<file path="src/rtl/multicycle_control_fsm_pkg.sv">
// Shared encodings for the multi-cycle RISC-V control FSM: states, opcodes
// and datapath mux select values.
package multicycle_control_fsm_pkg;

  typedef enum logic [2:0] {
    S_IF     = 3'd0,
    S_ID     = 3'd1,
    S_EX     = 3'd2,
    S_MEM    = 3'd3,
    S_WB     = 3'd4,
    S_BTAKEN = 3'd5,
    S_HALT   = 3'd6
  } state_e;

  localparam logic [6:0] OP_R      = 7'b0110011;
  localparam logic [6:0] OP_IMM    = 7'b0010011;
  localparam logic [6:0] OP_LOAD   = 7'b0000011;
  localparam logic [6:0] OP_STORE  = 7'b0100011;
  localparam logic [6:0] OP_BRANCH = 7'b1100011;
  localparam logic [6:0] OP_JAL    = 7'b1101111;
  localparam logic [6:0] OP_JALR   = 7'b1100111;
  localparam logic [6:0] OP_ECALL  = 7'b1110011;

  typedef enum logic [1:0] {
    SRCB_RS2  = 2'b00,
    SRCB_FOUR = 2'b01,
    SRCB_IMM  = 2'b10
  } alu_src_b_e;

  typedef enum logic [1:0] {
    ALUOP_ADD    = 2'b00,
    ALUOP_BRANCH = 2'b01,
    ALUOP_FUNCT  = 2'b10
  } alu_op_e;

  typedef enum logic [1:0] {
    WB_ALU = 2'b00,
    WB_MDR = 2'b01,
    WB_PC4 = 2'b10
  } wb_sel_e;

  // Opcodes that need an EX step; anything else retires as a NOP in ID.
  function automatic logic needsEx(input logic [6:0] op);
    return (op == OP_R) || (op == OP_IMM) || (op == OP_LOAD) ||
           (op == OP_STORE) || (op == OP_BRANCH) || (op == OP_JAL) ||
           (op == OP_JALR);
  endfunction

endpackage

</file>
<file path="src/rtl/multicycle_perf_counters.sv">
// Free-running cycle and retired-instruction counters; both wrap at 2^CNT_W.
module multicycle_perf_counters #(
  parameter int CNT_W = 32
) (
  input  logic             clk,
  input  logic             reset_n,
  input  logic             cycleInc,
  input  logic             retireInc,
  output logic [CNT_W-1:0] cycleCnt,
  output logic [CNT_W-1:0] instret
);

  always_ff @(posedge clk or negedge reset_n) begin
    if (!reset_n) begin
      cycleCnt <= '0;
      instret  <= '0;
    end else begin
      if (cycleInc)  cycleCnt <= cycleCnt + 1'b1;
      if (retireInc) instret  <= instret + 1'b1;
    end
  end

endmodule

</file>
<file path="src/rtl/multicycle_control_fsm.sv">
// Main IF/ID/EX/MEM/WB control FSM of the multi-cycle core.
// Define MULTICYCLE_PERF_COUNTER_EN to add cycle/instret counter outputs.
module multicycle_control_fsm
  import multicycle_control_fsm_pkg::*;
#(
  parameter int CNT_W = 32
) (
  input  logic             clk,
  input  logic             reset_n,
  input  logic [6:0]       opcode_i,
  input  logic             bcond_i,
  input  logic             ecall_halt_i,
  input  logic             mem_ready_i,
  output logic             pc_write_o,
  output logic             pc_source_o,
  output logic             i_or_d_o,
  output logic             mem_read_o,
  output logic             mem_write_o,
  output logic             ir_write_o,
  output logic             mdr_write_o,
  output logic             alu_src_a_o,
  output logic [1:0]       alu_src_b_o,
  output logic [1:0]       alu_op_o,
  output logic             reg_write_o,
  output logic [1:0]       wb_sel_o,
  output logic             halted_o,
  output logic [2:0]       state_o
`ifdef MULTICYCLE_PERF_COUNTER_EN
  ,
  output logic [CNT_W-1:0] cycle_cnt_o,
  output logic [CNT_W-1:0] instret_o
`endif
);

  state_e     state, nextState;
  logic       pcWrite, pcSource, iOrD, memRead, memWrite, irWrite, mdrWrite;
  logic       srcA, regWrite;
  alu_src_b_e srcB;
  alu_op_e    aluOp;
  wb_sel_e    wbSel;
  logic       halted;

  always_ff @(posedge clk or negedge reset_n) begin
    if (!reset_n) begin
      state  <= S_IF;
      halted <= 1'b0;
    end else begin
      state <= nextState;
      if (nextState == S_HALT) halted <= 1'b1;
    end
  end

  always_comb begin
    nextState = state;
    pcWrite   = 1'b0;
    pcSource  = 1'b0;
    iOrD      = 1'b0;
    memRead   = 1'b0;
    memWrite  = 1'b0;
    irWrite   = 1'b0;
    mdrWrite  = 1'b0;
    srcA      = 1'b0;
    srcB      = SRCB_RS2;
    aluOp     = ALUOP_ADD;
    regWrite  = 1'b0;
    wbSel     = WB_ALU;
    case (state)
      S_IF: begin
        memRead = 1'b1;
        irWrite = mem_ready_i;
        if (mem_ready_i) nextState = S_ID;
      end
      S_ID: begin
        if (opcode_i == OP_ECALL && ecall_halt_i) begin
          nextState = S_HALT;
        end else if (opcode_i == OP_ECALL || !needsEx(opcode_i)) begin
          pcWrite   = 1'b1;
          nextState = S_IF;
        end else begin
          nextState = S_EX;
        end
      end
      S_EX: begin
        case (opcode_i)
          OP_R: begin
            srcA = 1'b1; aluOp = ALUOP_FUNCT; nextState = S_WB;
          end
          OP_IMM: begin
            srcA = 1'b1; srcB = SRCB_IMM; aluOp = ALUOP_FUNCT; nextState = S_WB;
          end
          OP_LOAD, OP_STORE: begin
            srcA = 1'b1; srcB = SRCB_IMM; nextState = S_MEM;
          end
          OP_BRANCH: begin
            srcA  = 1'b1;
            aluOp = ALUOP_BRANCH;
            if (bcond_i) begin
              nextState = S_BTAKEN;
            end else begin
              pcWrite   = 1'b1;
              nextState = S_IF;
            end
          end
          OP_JAL, OP_JALR: begin
            // Link value comes from the PC+4 path while the ALU forms the target.
            srcA      = (opcode_i == OP_JALR);
            srcB      = SRCB_IMM;
            pcWrite   = 1'b1;
            pcSource  = 1'b1;
            regWrite  = 1'b1;
            wbSel     = WB_PC4;
            nextState = S_IF;
          end
          default: begin
            pcWrite   = 1'b1;
            nextState = S_IF;
          end
        endcase
      end
      S_MEM: begin
        iOrD     = 1'b1;
        memRead  = (opcode_i == OP_LOAD);
        memWrite = (opcode_i == OP_STORE);
        if (mem_ready_i) begin
          if (opcode_i == OP_LOAD) begin
            mdrWrite  = 1'b1;
            nextState = S_WB;
          end else begin
            pcWrite   = (opcode_i == OP_STORE);
            nextState = S_IF;
          end
        end
      end
      S_WB: begin
        regWrite  = 1'b1;
        wbSel     = (opcode_i == OP_LOAD) ? WB_MDR : WB_ALU;
        pcWrite   = 1'b1;
        nextState = S_IF;
      end
      S_BTAKEN: begin
        srcB      = SRCB_IMM;
        pcWrite   = 1'b1;
        pcSource  = 1'b1;
        nextState = S_IF;
      end
      S_HALT: nextState = S_HALT;
      default: nextState = S_IF;
    endcase
  end

  // Reset masks every strobe combinationally so an abort writes nothing.
  always_comb begin
    pc_write_o  = reset_n & pcWrite;
    pc_source_o = reset_n & pcSource;
    i_or_d_o    = reset_n & iOrD;
    mem_read_o  = reset_n & memRead;
    mem_write_o = reset_n & memWrite;
    ir_write_o  = reset_n & irWrite;
    mdr_write_o = reset_n & mdrWrite;
    alu_src_a_o = reset_n & srcA;
    alu_src_b_o = reset_n ? srcB  : 2'b00;
    alu_op_o    = reset_n ? aluOp : 2'b00;
    reg_write_o = reset_n & regWrite;
    wb_sel_o    = reset_n ? wbSel : 2'b00;
    state_o     = reset_n ? state : S_IF;
    halted_o    = halted;
  end

`ifdef MULTICYCLE_PERF_COUNTER_EN
  logic enterHalt;
  assign enterHalt = (state != S_HALT) && (nextState == S_HALT);

  multicycle_perf_counters #(.CNT_W(CNT_W)) uPerf (
    .clk       (clk),
    .reset_n   (reset_n),
    .cycleInc  (state != S_HALT),
    .retireInc (pc_write_o | enterHalt),
    .cycleCnt  (cycle_cnt_o),
    .instret   (instret_o)
  );
`endif

endmodule

</file>
<file path="config.mk">
export PLATFORM = sky130hd
export DESIGN_NAME = multicycle_control_fsm
export DESIGN_NICKNAME = d
export VERILOG_FILES = /design/src/rtl/multicycle_control_fsm_pkg.sv /design/src/rtl/multicycle_perf_counters.sv /design/src/rtl/multicycle_control_fsm.sv
export SDC_FILE = /design/constraint.sdc
export NUM_CORES = 1
export LEC_CHECK = 0
export ABC_AREA = 1
export CAP_MARGIN = 20
export CORE_MARGIN = 8
export CORE_UTILIZATION = 38
export CTS_CLUSTER_SIZE = 16
export DETAILED_ROUTE_END_ITERATION = 7
export PLACE_DENSITY = 0.87
export SETUP_SLACK_MARGIN = 0.5
export SYNTH_ARGS = -nofsm -noshare
export SYNTH_HDL_FRONTEND = slang
export SYNTH_HIERARCHICAL = 1
export SYNTH_SLANG_ARGS = --single-unit
</file>
<file path="constraint.sdc">
create_clock -name clk -period 1.5 [get_ports clk]
set_clock_uncertainty 0.1 [all_clocks]
set_input_delay 0.3 -clock clk [delete_from_list [all_inputs] [get_ports clk]]
set_output_delay 0.3 -clock clk [all_outputs]
set_load 0.02 [all_outputs]
</file>
==> flow_summary.json, run 1 <==
{
  "cts_sinks": 4,
  "tool.error": "[ERROR DPL-0033] detailed placement checks failed during check placement.",
  "die_x_um": 54.75,
  "synth_cell_types": 22,
  "ys_ff_latch": 4,
  "rows": 14,
  "htreeDepth": 1,
  "avgSynthCellArea_um2": 5.763,
  "place.gp.congestion": 0.8767,
  "cts-root-buf": "clkbuf_4",
  "initial_utilization_pct": 39.24,
  "status": "did not finish",
  "io_pins": 31,
  "synth_nets": 111,
  "pre_cts_ws_ns": -1.083,
  "dp_hpwl_mm": 1.990,
  "cts.path.max_buffers": 2,
  "yosys_warnings": 6,
  "numCtsBuffers": 3,
  "yosysSeqAreaShare_pct": 17.54,
  "synth_area_um2": 570.5,
  "hold_buffers": 0,
  "port_buffers": 29,
  "cts_setup_buffers": 15,
  "dieHeight_um": 54.75,
  "cts_resized": 149,
  "syn_inst": 99,
  "lastStage": "clock tree synthesis"
}
-- synthesized netlist by cell type (all sizes together) --
cell    number  share of area (%)
nand2       25                 18
a21oi        4                3.5
o21a         1                1.3
dfrtp        4                 18
o21ai        4                4.2
nor2        17                 17
nand3        9                9.6
a31oi        1                1.1
nand4        4                5.5
inv         22                 14
buf          1                1.3
o211ai       2                2.6
conb         1               0.66
nor3         4                3.5
-- cells by family after synthesis --
kind of cell    Yosys count  share of synthesized area (%)
compound gates           12                          12.72
buf+inv                  23                          15.79
flops                     4                          17.54
other cells               1                         0.6573
simple gates             59                          53.29
-- through the flow --
step,cell area (um2),utilization [%],hold WS [ns],instances
2_1_floorplan,663.1,-,-0.09559,99
3_3_place_gp,1154,79.35,0.3371,168
3_5_place_dp,1154,79.35,0.3535,168
==> inputs of run 2 (changes only) <==
--- a/config.mk
+++ b/config.mk
@@ -7,12 +7,10 @@
 export LEC_CHECK = 0
 export ABC_AREA = 1
 export CAP_MARGIN = 20
-export CORE_MARGIN = 8
-export CORE_UTILIZATION = 38
-export CTS_CLUSTER_SIZE = 16
+export CORE_AREA = 8 8 69 71
 export DETAILED_ROUTE_END_ITERATION = 7
-export PLACE_DENSITY = 0.87
-export SETUP_SLACK_MARGIN = 0.5
+export DIE_AREA = 0 0 77 79
+export PLACE_DENSITY_LB_ADDON = 0.15
 export SYNTH_ARGS = -nofsm -noshare
 export SYNTH_HDL_FRONTEND = slang
 export SYNTH_HIERARCHICAL = 1
==> run 2 against run 1 <==
The flow now finishes, with violations (negative setup slack). Synthesized cell count did not move. Area after synthesis did not move.
==> flow_summary.json, run 2 <==
{
  "status": "finished with violations",
  "violations": "negative setup slack",
  "dp_hpwl_mm": 1.997,
  "fin_ws_ns": -0.3961,
  "hold_slack_ns": 0.3501,
  "cpPeakStageDelay_ns": 0.40,
  "htreeDepth": 1,
  "power_density_nw_per_um2": 416.2,
  "hold_path_startpoint": "halted_o",
  "finalMaxSlewViolations": 0,
  "grt_max_degree": 7,
  "yosys_most_used_dff": "dfrtp_1",
  "use_met2_pct": 15.55,
  "leakage_nw": 0.7855,
  "nNetsFinal": 197,
  "final_cell_mix": "50 x buf_4, 17 x buf_6, 14 x nand2_1",
  "antenna_found_initial": 0,
  "worst_setup_path_start_kind": "flop",
  "ant_nets": 0,
  "crit_arrival_ns": 1.50,
  "peakVddDrop_mv": 0.1813,
  "cts.path.max_buffers": 2,
  "synth_area_um2": 570.5,
  "regArea_um2": 102.6,
  "rsz0062_at_grt": "true",
  "maxCapViolations": 0,
  "areaGrowthSynthToFinish_pct": 170.6,
  "busiest_layer": "met2",
  "crit_buf_inv": 5,
  "cts_sinks": 4,
  "cts-root-buf": "clkbuf_8",
  "place.gp.congestion": 0.8037,
  "cts_tree": "done",
  "synth_nets": 111,
  "final_cell_area_um2": 1544,
  "period_needed_ns": 1.896,
  "power.total_mw": 0.6426,
  "die_area_um2": 6083,
  "ys_ff_latch": 4,
  "core-area_um2": 3799,
  "multi_input_area_um2": 551.8,
  "cp-end-kind": "primary output",
  "fin_crit_sh_pct": 126.4,
  "grt_overflow_total": 0,
  "diodes": 0,
  "finalSetupViolCount": 16,
  "slowest_stage": "dfrtp_1",
  "async_reset_ff_share_pct": 100.0,
  "cp_cell_sequence": "inv_2 -> nand2_4 -> nor2_4 -> inv_2 -> nor2_4 -> buf_6 -> inv_4 -> a21oi_4 -> buf_6",
  "rr_startpoint": "state[0]",
  "synthTopCellsByCount": "22 x nand2_1, 15 x inv_1, 12 x nor2_1, 7 x inv_2, 7 x nand3_1",
  "largest_reg_flops": 3,
  "pre_cts_ws_ns": -1.060,
  "vias": 920,
  "grt_use_met3_pct": 2.144,
  "dr.pass1.iters": 2,
  "clk_pin_slew_ns": 0.03,
  "synth_edf_count": 0,
  "regMostFlops": "state",
  "avgSynthCellArea_um2": 5.763,
  "critPathKind": "flop to primary output",
  "die_x_um": 77,
  "drt-wirelength-per-cell_um": 11.45,
  "hold_viol_final": 0,
  "hold-path-endpoint": "halted_o",
  "r2r_setup_slack_ns": 0.13,
  "yosys_warnings": 6,
  "rows": 23,
  "cp_top_family": "buffers and inverters",
  "wirelength_mm": 2.668,
  "grt_use_met1_pct": 9.348,
  "yosysSeqAreaShare_pct": 17.54,
  "worstReg2RegEnd": "state[2]",
  "path_depth": 9,
  "vias_per_cell": 3.948,
  "timing.fmax_mhz": 527.4,
  "synth_top_area_cell": "dfrtp_1",
  "grt_pass1_vias": 953,
  "grt_pass1_wl_mm": 4.264,
  "hp-class": "flop to flop",
  "numCtsBuffers": 3,
  "initial_utilization_pct": 15.02,
  "drive_gt1_share_pct": 68.85,
  "setup_tns_ns": -4.104,
  "fill_cells": 387,
  "drt-initial-drc-count": 20,
  "synth.top_cell.area_share_pct": 17.54,
  "netlist_top_cells_area": "dfrtp_1 18%, nand2_1 14%, inv_1 9.9%",
  "fin_cells": 233,
  "layout_commonest_cell": "buf_4",
  "place_area_um2": 1197,
  "ff2ff_path_depth": 8,
  "dieHeight_um": 79,
  "synth_cell_types": 22,
  "final_util_pct": 40.65,
  "crit_required_ns": 1.10,
  "clk_latency_ns": 0.21,
  "io_pins": 31,
  "synth.most_common_cell": "nand2_1",
  "dp.cells": 211,
  "syn_inst": 99,
  "path_max_fanout": 3,
  "drc": 0,
  "min_delay_path_depth": 2,
  "grt_usage_pct": 8.554,
  "port_buffers": 29
}
==> run 2: logic make-up (layout without fill, tap and decap cells) <==
group | Yosys count | after routing | share of synthesized area, %
other | 1 | 1 | 0.6573
AO/OA/AOI/OAI | 12 | 12 | 12.72
flip-flops | 4 | 4 | 17.54
AND/OR/NAND/NOR | 59 | 59 | 53.29
buffers and inverters | 23 | 107 | 15.79
==> run 2: power by group <==
group          internal [mW]  switching, mW
registers              0.115        0.00973
clock network          0.171         0.0551
logic                  0.145          0.146
total                  0.432          0.211
==> run 2: area by class of cell <==
type | count | area share, %
Sequential cell | 4 | 6.645
Timing Repair Buffer | 82 | 44.89
Tap cell | 50 | 4.052
Multi-Input combinational cell | 72 | 35.74
Clock buffer | 3 | 2.674
Inverter | 22 | 5.997
==> run 2: tightest hold or removal path, delay by kind of cell, from the launching register on <==
family | cells | cell delay, ns
simple gates | 1 | 0.05
flops | 1 | 0.33
buf+inv | 1 | 0.04
==> run 2: what timing repair did <==
item                                   4_1_cts  5_1_grt
endpoints found under the hold margin        1        2
setup endpoints to repair                   22       18
setup buffers                               12        8
gates resized for setup                    123       57
pin swaps                                   17        8
==> run 2: per-layer routing <==
layer	wire, um	vias to the layer above	share of wire (%)
met1	1103	423	41
met4	23	0	0.86
met2	1449	15	54
li1	-	480	-
met3	92	2	3.4
met5	0	-	0
==> run 2: worst max path at each step <==
stage | start | end
5_1_grt | state[0] | alu_src_b_o[1]
3_5_place_dp | opcode_i[1] | mdr_write_o
4_1_cts | state[0] | alu_src_a_o
3_3_place_gp | opcode_i[1] | mdr_write_o
6_report | state[0] | alu_src_a_o
2_1_floorplan | state[0] | pc_source_o
No activity file was read; power rests on OpenSTA's default activity.
==> inputs of run 3 (changes only) <==
--- a/config.mk
+++ b/config.mk
@@ -10,6 +10,7 @@
 export CORE_AREA = 8 8 69 71
 export DETAILED_ROUTE_END_ITERATION = 7
 export DIE_AREA = 0 0 77 79
+export HOLD_SLACK_MARGIN = 0.08
 export PLACE_DENSITY_LB_ADDON = 0.15
 export SYNTH_ARGS = -nofsm -noshare
 export SYNTH_HDL_FRONTEND = slang
==> run 3 against run 2 <==
Flip-flop and latch count unchanged. Clock power about the same. Utilization grew 0.26 points. Critical endpoint unchanged. Clock-buffer cell count stayed put. First-iteration DRC count is 30% lower. Global-route usage is the same. Routed wire length shrank 0.97%. Final area grew 0.65%. The run still ends with negative setup slack left. Combinational power about the same.
==> flow_summary.json, run 3 (synthesis gave the netlist of run 2 again) <==
{
  "ant_nets": 0,
  "dr.pass1.iters": 2,
  "antenna_found_initial": 0,
  "vias": 925,
  "final_cell_area_um2": 1554,
  "finalSetupViolCount": 16,
  "path_max_fanout": 3,
  "p_comb_share_pct": 45.4,
  "cts_sinks": 4,
  "p_int_mw": 0.4333,
  "io_pins": 31,
  "power_density_nw_per_um2": 414.2,
  "die_area_um2": 6083,
  "fin_crit_sh_pct": 126.5,
  "grt_pass1_vias": 953,
  "grt_overflow_total": 0,
  "rsz0062_at_grt": "true",
  "nNetsFinal": 198,
  "leakage_nw": 0.7897,
  "grt_pass1_wl_mm": 4.264,
  "worstReg2RegEnd": "state[2]",
  "htreeDepth": 1,
  "place.gp.congestion": 0.8037,
  "worst_setup_path_start_kind": "flop",
  "peakVddDrop_mv": 0.1810,
  "final_cell_mix": "50 x buf_4, 17 x buf_6, 14 x nand2_1",
  "hold_path_startpoint": "halted_o",
  "drt-initial-drc-count": 14,
  "hold_viol_final": 0,
  "period_needed_ns": 1.898,
  "vias_per_cell": 3.953,
  "clk_pin_slew_ns": 0.03,
  "min_delay_path_depth": 2,
  "drive_gt1_share_pct": 68.48,
  "clkPwrFrac_pct": 35.1,
  "wirelength_mm": 2.642,
  "hp-class": "flop to flop",
  "numCtsBuffers": 3,
  "timing.fmax_mhz": 527.0,
  "diodes": 0,
  "seqPwrFrac_pct": 19.4,
  "maxCapViolations": 0,
  "areaGrowthSynthToFinish_pct": 172.4,
  "status": "finished with violations",
  "rows": 23,
  "clk_latency_ns": 0.21,
  "place_area_um2": 1197,
  "drt-wirelength-per-cell_um": 11.29,
  "cts_tree": "done",
  "drc": 0,
  "switching_share_pct": 32.68,
  "port_buffers": 29,
  "rr_startpoint": "state[0]",
  "crit_arrival_ns": 1.50,
  "cts.path.max_buffers": 2,
  "ff2ff_path_depth": 8,
  "pre_cts_ws_ns": -1.060,
  "crit_required_ns": 1.10,
  "switchingPower_mw": 0.2103,
  "die_x_um": 77,
  "dp_hpwl_mm": 1.997,
  "largest_reg_flops": 3,
  "core-area_um2": 3799,
  "fill_cells": 391,
  "layout_commonest_cell": "buf_4",
  "r2r_setup_slack_ns": 0.13,
  "grt_max_degree": 7,
  "regMostFlops": "state",
  "fin_ws_ns": -0.3976,
  "initial_utilization_pct": 15.02,
  "dieHeight_um": 79,
  "finalMaxSlewViolations": 0,
  "violations": "negative setup slack",
  "grt_usage_pct": 8.554,
  "cp-end-kind": "primary output",
  "hold-path-endpoint": "halted_o",
  "critPathKind": "flop to primary output",
  "cts-root-buf": "clkbuf_8"
}
-- run 3: cell types whose count changed in the layout (fill, tap and decap cells not counted), sizes merged --
cell         previous run  this run
dlygate4sd3             2         3
-- run 3: metrics by stage --
| stage | hold slack [ns] | std cells | power, mW | util [%] | TNS [ns] |
|---|---|---|---|---|---|
| after floorplan | -0.09559 | 99 | 0.2155 | - | -0.2240 |
| after global placement | 0.3489 | 211 | 0.3488 | 31.52 | -16.49 |
| after detailed placement | 0.3541 | 211 | 0.3496 | 31.52 | -16.47 |
| after CTS | -0.05467 | 225 | 0.6131 | 36.23 | -4.773 |
| after global routing | 0.3798 | 234 | 0.6856 | 40.91 | -5.258 |
| final | 0.3536 | 234 | 0.6436 | 40.91 | -4.120 |
-- run 3: layer usage --
metal	vias up	routed length (um)	track usage, %	share of wire (%)
met5	-	0	0	0
met4	0	23	3.396	0.87
li1	481	-	-	-
met2	15	1422	15.55	54
met1	427	1104	9.348	42
met3	2	92	2.144	3.5
-- run 3: power by group through the flow --
stage	clock network [mW]	logic (mW)	registers, mW
detailed placement	0	0.224	0.125
finish	0.226	0.293	0.125
CTS	0.233	0.255	0.125
global route	0.243	0.317	0.125
global placement	0	0.224	0.125
floorplan	0	0.0910	0.125
-- run 3: worst max-delay path, cell delays in order, from the launching register on --
cell     delay, ns
dfrtp_1       0.40
inv_2         0.09
nand2_4       0.05
nor2_4        0.10
inv_2         0.06
nor2_4        0.17
buf_6         0.12
inv_4         0.04
a21oi_4       0.10
buf_6         0.13
-- run 3: layout make-up --
type                       instances  area (um2)  area share, %
sequential                         4       102.6          6.602
multi-input combinational         72       551.8          35.51
clock buffer                       3       41.29          2.657
inverter                          22       92.59          5.958
tap                               50       62.56          4.026
timing repair buffer              83       703.2          45.25
-- run 3: worst max-delay path by stage --
stage	slack [ns]	cells past startpoint	start	endpoint
final	-0.40	9	state[0]	alu_src_a_o
after global routing	-0.50	8	state[0]	alu_src_b_o[1]
after CTS	-0.42	8	state[0]	alu_src_a_o
after detailed placement	-1.06	8	opcode_i[1]	mdr_write_o
after global placement	-1.04	8	opcode_i[1]	mdr_write_o
after floorplan	-0.07	7	state[0]	pc_source_o
-- run 3: timing repair --
item | CTS | global route
endpoints found under the setup margin | 22 | 18
endpoints found under the hold margin | 1 | 4
resized for setup | 123 | 57
pin swaps | 17 | 8
buffers inserted | 12 | 8
==> inputs of run 4 (changes only) <==
--- a/config.mk
+++ b/config.mk
@@ -7,9 +7,9 @@
 export LEC_CHECK = 0
 export ABC_AREA = 1
 export CAP_MARGIN = 20
-export CORE_AREA = 8 8 69 71
+export CORE_AREA = 2 2 63 65
 export DETAILED_ROUTE_END_ITERATION = 7
-export DIE_AREA = 0 0 77 79
+export DIE_AREA = 0 0 65 67
 export HOLD_SLACK_MARGIN = 0.08
 export PLACE_DENSITY_LB_ADDON = 0.15
 export SYNTH_ARGS = -nofsm -noshare
==> constraint.sdc (replaced) <==
create_clock -name clk -period 1.5 [get_ports clk]
set_clock_uncertainty 0.1 [all_clocks]
set_input_delay 0.3 -clock clk [delete_from_list [all_inputs] [get_ports clk]]
set_output_delay 0.3 -clock clk [all_outputs]
set_load 0.05 [all_outputs]
==> run 4 against run 3 <==
Die area down 28%. Largest power group unchanged. Clock power is 3% higher. Sequential share of layout area fell by 0.82 points. Critical path depth is 1 higher. Via count up 1.6%. Highest routed layer is now met3. Sequential power hardly changed. Flip-flop and latch count is the same. Largest cell class unchanged. Fmax shrank 1.1%. Cell count down 2.1%. First-iteration DRC count fell by 21%. The flow still finishes with violations (negative setup slack). Critical path type unchanged.
==> flow_summary.json, run 4 (synthesis gave the netlist of run 2 again) <==
{
  "cts-root-buf": "clkbuf_8",
  "violations": "negative setup slack",
  "fin_ws_ns": -0.4194,
  "drt-initial-drc-count": 11,
  "grt_max_degree": 6,
  "dieHeight_um": 67,
  "dp.cells": 211,
  "initial_utilization_pct": 15.82,
  "drt-wirelength-per-cell_um": 11.07,
  "final_cell_mix": "42 x buf_4, 18 x buf_12, 14 x nor2_4",
  "worst_setup_path_start_kind": "flop",
  "fin_cells": 229,
  "maxCapViolations": 0,
  "clk_pin_slew_ns": 0.03,
  "cts_tree": "done",
  "rsz0062_at_grt": "true",
  "die_area_um2": 4355,
  "crit_required_ns": 1.10,
  "crit_buf_inv": 3,
  "grt_overflow_total": 0,
  "slowest_stage": "dfrtp_1",
  "vias_per_cell": 4.105,
  "rows": 22,
  "status": "finished with violations",
  "place.gp.congestion": 0.8025,
  "finalMaxSlewViolations": 0,
  "port_buffers": 29,
  "r2r_setup_slack_ns": 0.07,
  "grt_pass1_wl_mm": 4.547,
  "hold_viol_final": 0,
  "grt_pass1_vias": 1057,
  "power.total_mw": 0.7148,
  "drive_gt1_share_pct": 72.93,
  "cp-end-kind": "primary output",
  "leakage_nw": 0.8132,
  "hold_buffers": 0,
  "cts.path.max_buffers": 2,
  "setup_tns_ns": -4.826,
  "dp_hpwl_mm": 1.872,
  "wirelength_mm": 2.534,
  "peakVddDrop_mv": 0.2082,
  "period_needed_ns": 1.919,
  "power_density_nw_per_um2": 407.5,
  "vias": 940,
  "critPathKind": "flop to primary output",
  "cpMostUsedCell": "nand2_1",
  "diodes": 0,
  "ant_nets": 0,
  "areaGrowthSynthToFinish_pct": 207.5,
  "cts_sinks": 4,
  "fin_crit_sh_pct": 128.0,
  "cpPeakStageDelay_ns": 0.41,
  "regMostFlops": "state",
  "layout_commonest_cell": "buf_4",
  "timing.fmax_mhz": 521.0,
  "nNetsFinal": 194,
  "fill_cells": 365,
  "die_x_um": 65,
  "path_max_fanout": 4,
  "io_pins": 31,
  "core-area_um2": 3606,
  "largest_reg_flops": 3,
  "antenna_found_initial": 0,
  "htreeDepth": 1,
  "dr.pass1.iters": 3,
  "hp-class": "input port to asynchronous set/reset pin",
  "clk_latency_ns": 0.21,
  "cp_top_family": "simple AND/OR/NAND/NOR gates",
  "finalSetupViolCount": 16,
  "grt_usage_pct": 13.20,
  "drc": 0,
  "crit_arrival_ns": 1.52,
  "numCtsBuffers": 3,
  "cp_cell_sequence": "nand2_2 -> nor2_4 -> buf_4 -> nand2_1 -> inv_1 -> a21oi_2 -> nand2_1 -> nand2_1 -> nand2_2 -> buf_12"
}
[run 4: cell count changes in the layout (fill, tap and decap cells not counted), sizes merged]
| cell | delta |
|---|---|
| clkbuf | -2 |
| clkinvlp | +2 |
| buf | +3 |
| inv | -2 |
| dlymetal6s2s | -1 |
| dlygate4sd3 | -3 |
[run 4: final timing paths]
check | start | endpoint | cells after the start
setup / recovery | state[1] | pc_write_o | 10
hold / removal | reset_n | halted_o | 2
setup reg to reg | state[1] | state[2] | 8
hold reg to reg | halted_o | halted_o | 2
max in group asynchronous | reset_n | state[2] | 2
min in group clk | halted_o | halted_o | 2
[run 4: worst reg2reg max path, stage by stage (launching register included)]
cell	delay (ns)
dfrtp_1	0.41
nand2_2	0.11
nor2_4	0.05
buf_4	0.13
buf_6	0.11
nand3_4	0.08
buf_4	0.11
o21a_1	0.12
nand3_2	0.07
[run 4: repair_timing]
item	4_1_cts	5_1_grt
buffers inserted	13	6
pin swaps	24	8
gates cloned	0	0
setup endpoints to repair	21	19
resized for setup	67	9
[run 4: stage by stage]
| stage | setup WS (ns) | util [%] | hold slack (ns) | area (um2) |
|---|---|---|---|---|
| 2_1_floorplan | -0.4890 | - | -0.09559 | 685.7 |
| 3_3_place_gp | -0.6177 | 41.01 | 0.4132 | 1479 |
| 3_5_place_dp | -0.6033 | 41.01 | 0.4207 | 1479 |
| 4_1_cts | -0.4238 | 47.36 | 0.2751 | 1708 |
| 5_1_grt | -0.5410 | 48.65 | 0.08428 | 1754 |
| 6_report | -0.4194 | 48.65 | 0.07083 | 1754 |
[run 4: routing by layer]
metal / up-vias / track usage (%) / wire [um]
li1: 477 / - / -
met1: 447 / 15.18 / 1017
met2: 16 / 26.68 / 1445
met3: 0 / 1.182 / 70
met4: 0 / 1.596 / 0
met5: - / 0 / 0
[run 4: cell type report]
type	count	area [um2]	share of cell area (%)
repair buffers	79	850.8	48.50
well taps	48	60.06	3.424
flip-flops and latches	4	101.3	5.777
multi-input cells	72	599.3	34.17
clock buffers	4	45.04	2.568
inverters	22	97.59	5.563
[run 4: report_power, final]
part / internal, mW / leakage, nW / switching (mW)
sequential: 0.115 / 0.0473 / 0.00934
clock: 0.181 / 0.0228 / 0.0516
combinational: 0.167 / 0.743 / 0.190
